--- src/rtl/pong_game_controller.sv ---
// Pong game sequencer: ball motion, wall/paddle collisions, scoring and serve/play/point phases.
// Optional PONG_SPEEDUP_EN: each paddle hit raises the x step by one, capped at MAX_DX.
//
// state  | meaning
// IDLE   | waiting for serve_btn; game_over shows whether the last game was won
// SERVE  | ball parked at the serve point for SERVE_TICKS ticks
// PLAY   | ball moves every tick; walls bounce, paddles return, misses score
// POINT  | ball parked for POINT_TICKS ticks, then next serve or game end
module pong_game_controller #(
    parameter int FRAME_W     = 640,
    parameter int FRAME_H     = 480,
    parameter int BALL_SIZE   = 9,
    parameter int PADDLE_W    = 12,
    parameter int PADDLE_H    = 60,
    parameter int P1_X        = 25,
    parameter int P2_X        = 615,
    parameter int BALL_X0     = 318,
    parameter int BALL_Y0     = 238,
    parameter int BALL_DX     = 4,
    parameter int BALL_DY     = 2,
    parameter int SERVE_TICKS = 30,
    parameter int POINT_TICKS = 60,
    parameter int WIN_SCORE   = 7
`ifdef PONG_SPEEDUP_EN
    ,
    parameter int MAX_DX      = 7
`endif
) (
    input  logic        CLOCK_25,
    input  logic        RESET_N,
    input  logic        tick,
    input  logic        serve_btn,
    input  logic [11:0] p1_y,
    input  logic [11:0] p2_y,
    output logic [11:0] ball_x,
    output logic [11:0] ball_y,
    output logic [3:0]  score_1,
    output logic [3:0]  score_2,
    output logic [1:0]  state,
    output logic        game_over
);

    typedef enum logic [1:0] {
        ST_IDLE  = 2'd0,
        ST_SERVE = 2'd1,
        ST_PLAY  = 2'd2,
        ST_POINT = 2'd3
    } state_t;

    // 13-bit working width keeps every sum and paddle bound free of overflow
    localparam logic [12:0] X_MAX  = 13'(FRAME_W - 1 - BALL_SIZE);
    localparam logic [12:0] Y_MAX  = 13'(FRAME_H - 1 - BALL_SIZE);
    localparam logic [12:0] L_EDGE = 13'(P1_X + PADDLE_W);
    localparam logic [12:0] R_EDGE = 13'(P2_X);
    localparam logic [12:0] SIZE   = 13'(BALL_SIZE);
    localparam logic [12:0] PH     = 13'(PADDLE_H);
    localparam logic [12:0] DY     = 13'(BALL_DY);
    localparam logic [12:0] X0     = 13'(BALL_X0);
    localparam logic [12:0] Y0     = 13'(BALL_Y0);
    localparam logic [2:0]  DX0    = 3'(BALL_DX);
    localparam logic [3:0]  WIN    = 4'(WIN_SCORE);
    localparam logic [15:0] SERVE_LAST = 16'(SERVE_TICKS - 1);
    localparam logic [15:0] POINT_LAST = 16'(POINT_TICKS - 1);
`ifdef PONG_SPEEDUP_EN
    localparam logic [2:0]  DX_MAX = 3'(MAX_DX);
`endif

    state_t      state_q, state_d;
    logic [11:0] x_q, x_d, y_q, y_d;
    logic [3:0]  s1_q, s1_d, s2_q, s2_d;
    logic        go_q, go_d;
    logic        left_q, left_d, top_q, top_d;
    logic [2:0]  dx_q, dx_d;
    logic [15:0] cnt_q, cnt_d;

    logic [12:0] xw, yw, dxw, p1w, p2w;
    logic        hit_l, hit_r, miss_l, miss_r;
    logic [2:0]  dx_hit;

    assign xw  = {1'b0, x_q};
    assign yw  = {1'b0, y_q};
    assign dxw = {10'd0, dx_q};
    assign p1w = {1'b0, p1_y};
    assign p2w = {1'b0, p2_y};

    assign hit_l  = left_q && (xw > L_EDGE) && (xw <= L_EDGE + dxw)
                    && (yw + SIZE >= p1w) && (yw <= p1w + PH);
    assign hit_r  = !left_q && (xw + SIZE < R_EDGE) && (xw + dxw + SIZE >= R_EDGE)
                    && (yw + SIZE >= p2w) && (yw <= p2w + PH);
    assign miss_l = left_q && !hit_l && (xw < 13'd1 + dxw);
    assign miss_r = !left_q && !hit_r && (xw + dxw > X_MAX);

`ifdef PONG_SPEEDUP_EN
    assign dx_hit = (dx_q >= DX_MAX) ? DX_MAX : dx_q + 3'd1;
`else
    assign dx_hit = dx_q;
`endif

    always_comb begin
        state_d = state_q;
        x_d     = x_q;
        y_d     = y_q;
        s1_d    = s1_q;
        s2_d    = s2_q;
        go_d    = go_q;
        left_d  = left_q;
        top_d   = top_q;
        dx_d    = dx_q;
        cnt_d   = cnt_q;
        unique case (state_q)
            ST_IDLE: begin
                if (serve_btn) begin
                    state_d = ST_SERVE;
                    s1_d    = 4'd0;
                    s2_d    = 4'd0;
                    go_d    = 1'b0;
                    cnt_d   = 16'd0;
                end
            end
            ST_SERVE: begin
                if (tick) begin
                    if (cnt_q == SERVE_LAST) begin
                        state_d = ST_PLAY;
                        cnt_d   = 16'd0;
                    end else begin
                        cnt_d = cnt_q + 16'd1;
                    end
                end
            end
            ST_PLAY: begin
                if (tick) begin
                    if (top_q) begin
                        if (yw < 13'd1 + DY) begin
                            y_d   = 12'd1;
                            top_d = 1'b0;
                        end else begin
                            y_d = 12'(yw - DY);
                        end
                    end else if (yw + DY > Y_MAX) begin
                        y_d   = 12'(Y_MAX);
                        top_d = 1'b1;
                    end else begin
                        y_d = 12'(yw + DY);
                    end

                    if (hit_l) begin
                        x_d    = 12'(L_EDGE + 13'd1);
                        left_d = 1'b0;
                        dx_d   = dx_hit;
                    end else if (hit_r) begin
                        x_d    = 12'(R_EDGE - SIZE - 13'd1);
                        left_d = 1'b1;
                        dx_d   = dx_hit;
                    end else if (miss_l || miss_r) begin
                        // serve next toward the player who conceded
                        state_d = ST_POINT;
                        cnt_d   = 16'd0;
                        x_d     = 12'(X0);
                        y_d     = 12'(Y0);
                        left_d  = miss_l;
                        top_d   = 1'b0;
                        dx_d    = DX0;
                        if (miss_l && s2_q != 4'd15) s2_d = s2_q + 4'd1;
                        if (miss_r && s1_q != 4'd15) s1_d = s1_q + 4'd1;
                    end else if (left_q) begin
                        x_d = 12'(xw - dxw);
                    end else begin
                        x_d = 12'(xw + dxw);
                    end
                end
            end
            ST_POINT: begin
                if (tick) begin
                    top_d = 1'b0;
                    dx_d  = DX0;
                    if (cnt_q == POINT_LAST) begin
                        cnt_d = 16'd0;
                        if (s1_q == WIN || s2_q == WIN) begin
                            state_d = ST_IDLE;
                            go_d    = 1'b1;
                        end else begin
                            state_d = ST_SERVE;
                        end
                    end else begin
                        cnt_d = cnt_q + 16'd1;
                    end
                end
            end
            default: ;
        endcase
    end

    always_ff @(posedge CLOCK_25 or negedge RESET_N) begin
        if (!RESET_N) begin
            state_q <= ST_IDLE;
            x_q     <= 12'(X0);
            y_q     <= 12'(Y0);
            s1_q    <= 4'd0;
            s2_q    <= 4'd0;
            go_q    <= 1'b0;
            left_q  <= 1'b0;
            top_q   <= 1'b0;
            dx_q    <= DX0;
            cnt_q   <= 16'd0;
        end else begin
            state_q <= state_d;
            x_q     <= x_d;
            y_q     <= y_d;
            s1_q    <= s1_d;
            s2_q    <= s2_d;
            go_q    <= go_d;
            left_q  <= left_d;
            top_q   <= top_d;
            dx_q    <= dx_d;
            cnt_q   <= cnt_d;
        end
    end

    assign ball_x    = x_q;
    assign ball_y    = y_q;
    assign score_1   = s1_q;
    assign score_2   = s2_q;
    assign state     = state_q;
    assign game_over = go_q;

endmodule
--- config.mk ---
export PLATFORM = sky130hd
export DESIGN_NAME = pong_game_controller
export DESIGN_NICKNAME = d
export VERILOG_FILES = /design/src/rtl/pong_game_controller.sv
export SDC_FILE = /design/constraint.sdc
export NUM_CORES = 1
export LEC_CHECK = 0
export BUFFER_PORTS_ARGS = -buffer_cell sky130_fd_sc_hd__buf_4
export CAP_MARGIN = 0
export CELL_PAD_IN_SITES_DETAIL_PLACEMENT = 2
export CELL_PAD_IN_SITES_GLOBAL_PLACEMENT = 2
export CORE_AREA = 2 2 143 145
export DETAILED_ROUTE_END_ITERATION = 16
export DIE_AREA = 0 0 145 147
export PLACE_DENSITY = 0.73
export SYNTH_ARGS = -nofsm -noshare
export SYNTH_HDL_FRONTEND = slang
export SYNTH_SLANG_ARGS = --single-unit
--- constraint.sdc ---
create_clock -name CLOCK_25 -period 3.85 [get_ports CLOCK_25]
set_clock_uncertainty 0.05 [all_clocks]
set_input_delay 0.9625 -clock CLOCK_25 [delete_from_list [all_inputs] [get_ports CLOCK_25]]
set_output_delay 0.9625 -clock CLOCK_25 [all_outputs]
set_load 0.05 [all_outputs]
==> tab_implementation.tex <==
\begin{tabular}{lr}
\hline
Metric & Value \\
\hline
\multicolumn{2}{l}{\textbf{Power and ir drop}} \\
Total design power & 6.75 mW \\
Worst IR drop on VDD & between 0.4 and 0.5 mV \\
Pleak & 3.66 nW \\
PD cells & 817 nW/µm² \\
\multicolumn{2}{l}{\textbf{Drt}} \\
Number of antenna-violating nets in the routed design & 0 \\
Wirelength per Cell & 21.4 µm \\
Sum of routed wire length over all layers & around 26 mm \\
Drt via density & around 5.7 \\
Vias & approximately 6800 \\
\# DRC & 0 \\
Initial DRT Pass Iterations & 4 \\
DRC violation total after the first TritonRoute iteration & 271 \\
\multicolumn{2}{l}{\textbf{Placement}} \\
Minimum setup slack after placement & -0.664 ns \\
Port-buffer cells & 62 \\
Gp weighted congestion & between 0.8 and 0.9 \\
Detail Placement HPWL & roughly 19 mm \\
\multicolumn{2}{l}{\textbf{Floorplan}} \\
Cell row count & 52 \\
Overall die width & between 100 and 150 µm \\
Vertical die dimension & 147 µm \\
Die Outline Area & about 21000 µm² \\
Area of the core region & 19800 µm² \\
Starting Density & a little under a third \\
Top Ports & 63 \\
\multicolumn{2}{l}{\textbf{Timing}} \\
Peak Freq & 256 MHz \\
Final hold slack & slightly below 0.5 ns \\
Unrepaired setup endpoints after global routing & yes \\
Fin crit period & around 4 ns \\
Final number of hold-violating endpoints & 0 \\
Period Utilization, post-route & 101\% \\
Actual slew at the worst max-slew pin & 0.815 ns \\
Number of failing setup endpoints in the final timing report & 4 \\
Max-slew headroom & a little under half \\
Slew Limit Fails & 0 \\
Setup ws final & -0.0500 ns \\
\multicolumn{2}{l}{\textbf{Finish}} \\
Growth of design area from synthesis to finish & 31.8\% \\
Share of final-layout standard cells stronger than drive strength 1 & just under 30\% \\
Highest-count cells in the layout ignoring fill and taps & buf\_4 (153), ha\_1 (69), nand2\_1 (65) \\
Antenna cell count & 0 \\
Post-Route Utilization & 41.6\% \\
Post-layout nets & $\sim$1000 \\
Most common cell after layout, fill and taps aside & buf\_4 \\
\multicolumn{2}{l}{\textbf{Synth}} \\
Fraction of registers with async set or reset after synthesis & 100\% \\
Share of cell area taken by muxes after synthesis & 0.539\% \\
Dominant combinational cell family by area after synthesis & compound AO/OA/AOI/OAI gates \\
Count of distinct cell types in the synthesized netlist & 81 \\
Mapped Avg Cell Area & 7.81 µm² \\
Synthesized cell area & 6270 µm² \\
Number of flops mapped to enable cells by yosys & 0 \\
Synth Area in Compound Gates & 26.9\% \\
Synth Warn \# & 0 \\
Dominant register cell in the synthesized netlist & dfrtp\_1 \\
Simple logic cell fraction of the synthesized area & 24.5\% \\
Net count after synthesis & about 900 \\
Post-synthesis adder-cell area fraction & roughly 15\% \\
Share of the yosys chip area belonging to registers & 21.4\% \\
Xor and xnor fraction of the mapped netlist area & 5.57\% \\
Register bit count reported by yosys & 53 \\
Number of standard cells after synthesis & 802 \\
\multicolumn{2}{l}{\textbf{Outcome}} \\
Violations in the final reports & setup timing \\
Result of the run & finished, violations left \\
\multicolumn{2}{l}{\textbf{Global routing}} \\
Total congestion overflow after global routing & 0 \\
Initial antenna violation count & 0 \\
Total routing resource utilization after global routing & 23.7\% \\
Largest net degree at the start of global routing & 54 \\
Via count of the first global-routing pass & roughly 7600 \\
First-pass GRT wire length & 41.4 mm \\
\multicolumn{2}{l}{\textbf{Hold path}} \\
Worst min-delay path class & reg -> reg \\
Worst Hold Path EP & cnt\_q[0] \\
Hold wc startpoint & cnt\_q[0] \\
Instance count along the most critical hold path & 1 \\
\multicolumn{2}{l}{\textbf{Worst setup path}} \\
Worst reg2reg setup slack & -0.05 ns \\
Data arrival time of the critical path & between 4 and 5 ns \\
Crit path required time & 3.99 ns \\
Startpoint kind of the worst setup timing path & flip-flop \\
Worst setup EP type & flip-flop \\
RR Endpoint & cnt\_q[6] \\
Launch point of the worst reg-to-reg path & ball\_x[2] \\
Number of cells traversed by the worst register-to-register path & 12 \\
Critical path type & reg -> reg \\
Crit path max fanout & 11 \\
\multicolumn{2}{l}{\textbf{CTS}} \\
Clk Latency, worst-skew pair & 0.30 ns \\
Number of levels in the clock H-tree & 2 \\
Number of buffers on the longest clock path & 2 \\
Number of sinks handled by clock tree synthesis & 53 \\
Library cell used as clock root buffer & clkbuf\_16 \\
TritonCTS clock tree & yes \\
Number of buffers created by CTS & 5 \\
Total of hold buffers inserted after clock tree synthesis & 0 \\
CTS clk-pin slew, worst paths & 0.07 ns \\
\multicolumn{2}{l}{\textbf{Flow run}} \\
Number of max-cap violations & 0 \\
\hline
\end{tabular}
-- synth_stat cells (7+ instances only) --
| cell type | number | share of area [%] |
|---|---|---|
| ha_1 | 73 | 15 |
| nand2_1 | 65 | 3.9 |
| nor2_1 | 61 | 3.7 |
| inv_1 | 54 | 3.2 |
| a21oi_1 | 44 | 3.5 |
| o21ai_0 | 42 | 3.4 |
| dfrtp_1 | 41 | 16 |
| nand3_1 | 35 | 2.8 |
| xnor2_1 | 31 | 4.3 |
| clkbuf_1 | 29 | 1.7 |
| o31ai_1 | 22 | 2.6 |
| nand4_1 | 21 | 2.1 |
| nor3_1 | 21 | 1.7 |
| nand2b_1 | 17 | 1.7 |
| a21o_1 | 15 | 1.8 |
| and3_1 | 13 | 1.3 |
| buf_2 | 12 | 0.96 |
| dfstp_2 | 12 | 5.0 |
| a31oi_1 | 10 | 1.0 |
| nor2b_1 | 10 | 1.0 |
| o21ai_1 | 9 | 0.72 |
| o22ai_1 | 9 | 0.90 |
| and2_1 | 8 | 0.80 |
| o21a_1 | 8 | 0.96 |
| nor4_1 | 7 | 0.70 |
| or3_1 | 7 | 0.70 |
| xor2_1 | 7 | 0.98 |
-- state kept, by name, summed over array words and instances, names as in the netlist --
| signal | flops |
|---|---|
| ball_x | 12 |
| score_1 | 4 |
| score_2 | 4 |
| top_q | 1 |
| ball_y | 12 |
| cnt_q | 16 |
| left_q | 1 |
| state | 2 |
| game_over | 1 |
-- report_power, final --
| part | internal (mW) | switching [mW] |
|---|---|---|
| Combinational | 2.06 | 3.12 |
| Clock | 0.242 | 0.222 |
| Sequential | 0.767 | 0.326 |
| Total | 3.07 | 3.67 |
-- cells by family after synthesis --
family | Yosys count
fa+ha+maj | 73
buf+inv | 100
compound gates | 237
xor+xnor | 39
mux | 3
flops | 53
simple gates | 297
-- worst max-delay path by stage --
stage              start         end  slack (ns)
2_1_floorplan  ball_y[3]   cnt_q[15]        0.02
3_3_place_gp     p2_y[2]   ball_x[1]       -0.34
3_5_place_dp     p2_y[2]   ball_x[1]       -0.66
4_1_cts          p2_y[2]  ball_x[10]       -0.05
5_1_grt          p2_y[3]  ball_x[10]       -0.21
6_report       ball_x[2]    cnt_q[6]       -0.05
-- repair_timing --
action / CTS / global route
buffers inserted: 10 / 5
pin swaps: 16 / 22
cloned: 0 / 1
gates resized for setup: 35 / 62
setup endpoints to repair: 43 / 50
-- critical path, stage by stage, from the launching register on --
cell,delay [ns]
dfstp_4,0.67
inv_1,0.12
ha_1,0.34
a21o_1,0.19
nand4_1,0.17
a31o_1,0.25
a311o_1,0.36
a32o_1,0.26
o221ai_4,0.31
a31oi_4,0.16
or3_4,0.42
buf_12,0.16
o41ai_2,0.31
-- per-layer routing --
| metal | share of wire (%) | vias up | global-route usage [%] |
|---|---|---|---|
| li1 | - | 3211 | - |
| met1 | 46 | 3475 | 30.7 |
| met2 | 51 | 104 | 43.1 |
| met3 | 2.1 | 25 | 1.93 |
| met4 | 1.4 | 0 | 4.85 |
| met5 | 0 | - | 0 |
-- stage by stage --
stage               TNS, ns  cell area (µm²)  std cells
CTS                  -0.133             7930       1195
floorplan                 0             6320        802
detailed placement   -20.69             7590       1177
global route          -4.70             8260       1201
finish               -0.127             8260       1201
global placement      -9.14             7590       1177
-- final cells by class --
type                    count  area (µm²)
repair buffers            167        1350
fillers                  2234       11600
inverters                  54         213
multi-input cells         649        4870
clock buffers               7         133
flip-flops and latches     53        1350
clock inverters             1        5.00
well taps                 270         338
Note: power is estimated with default switching activity, not from simulation.
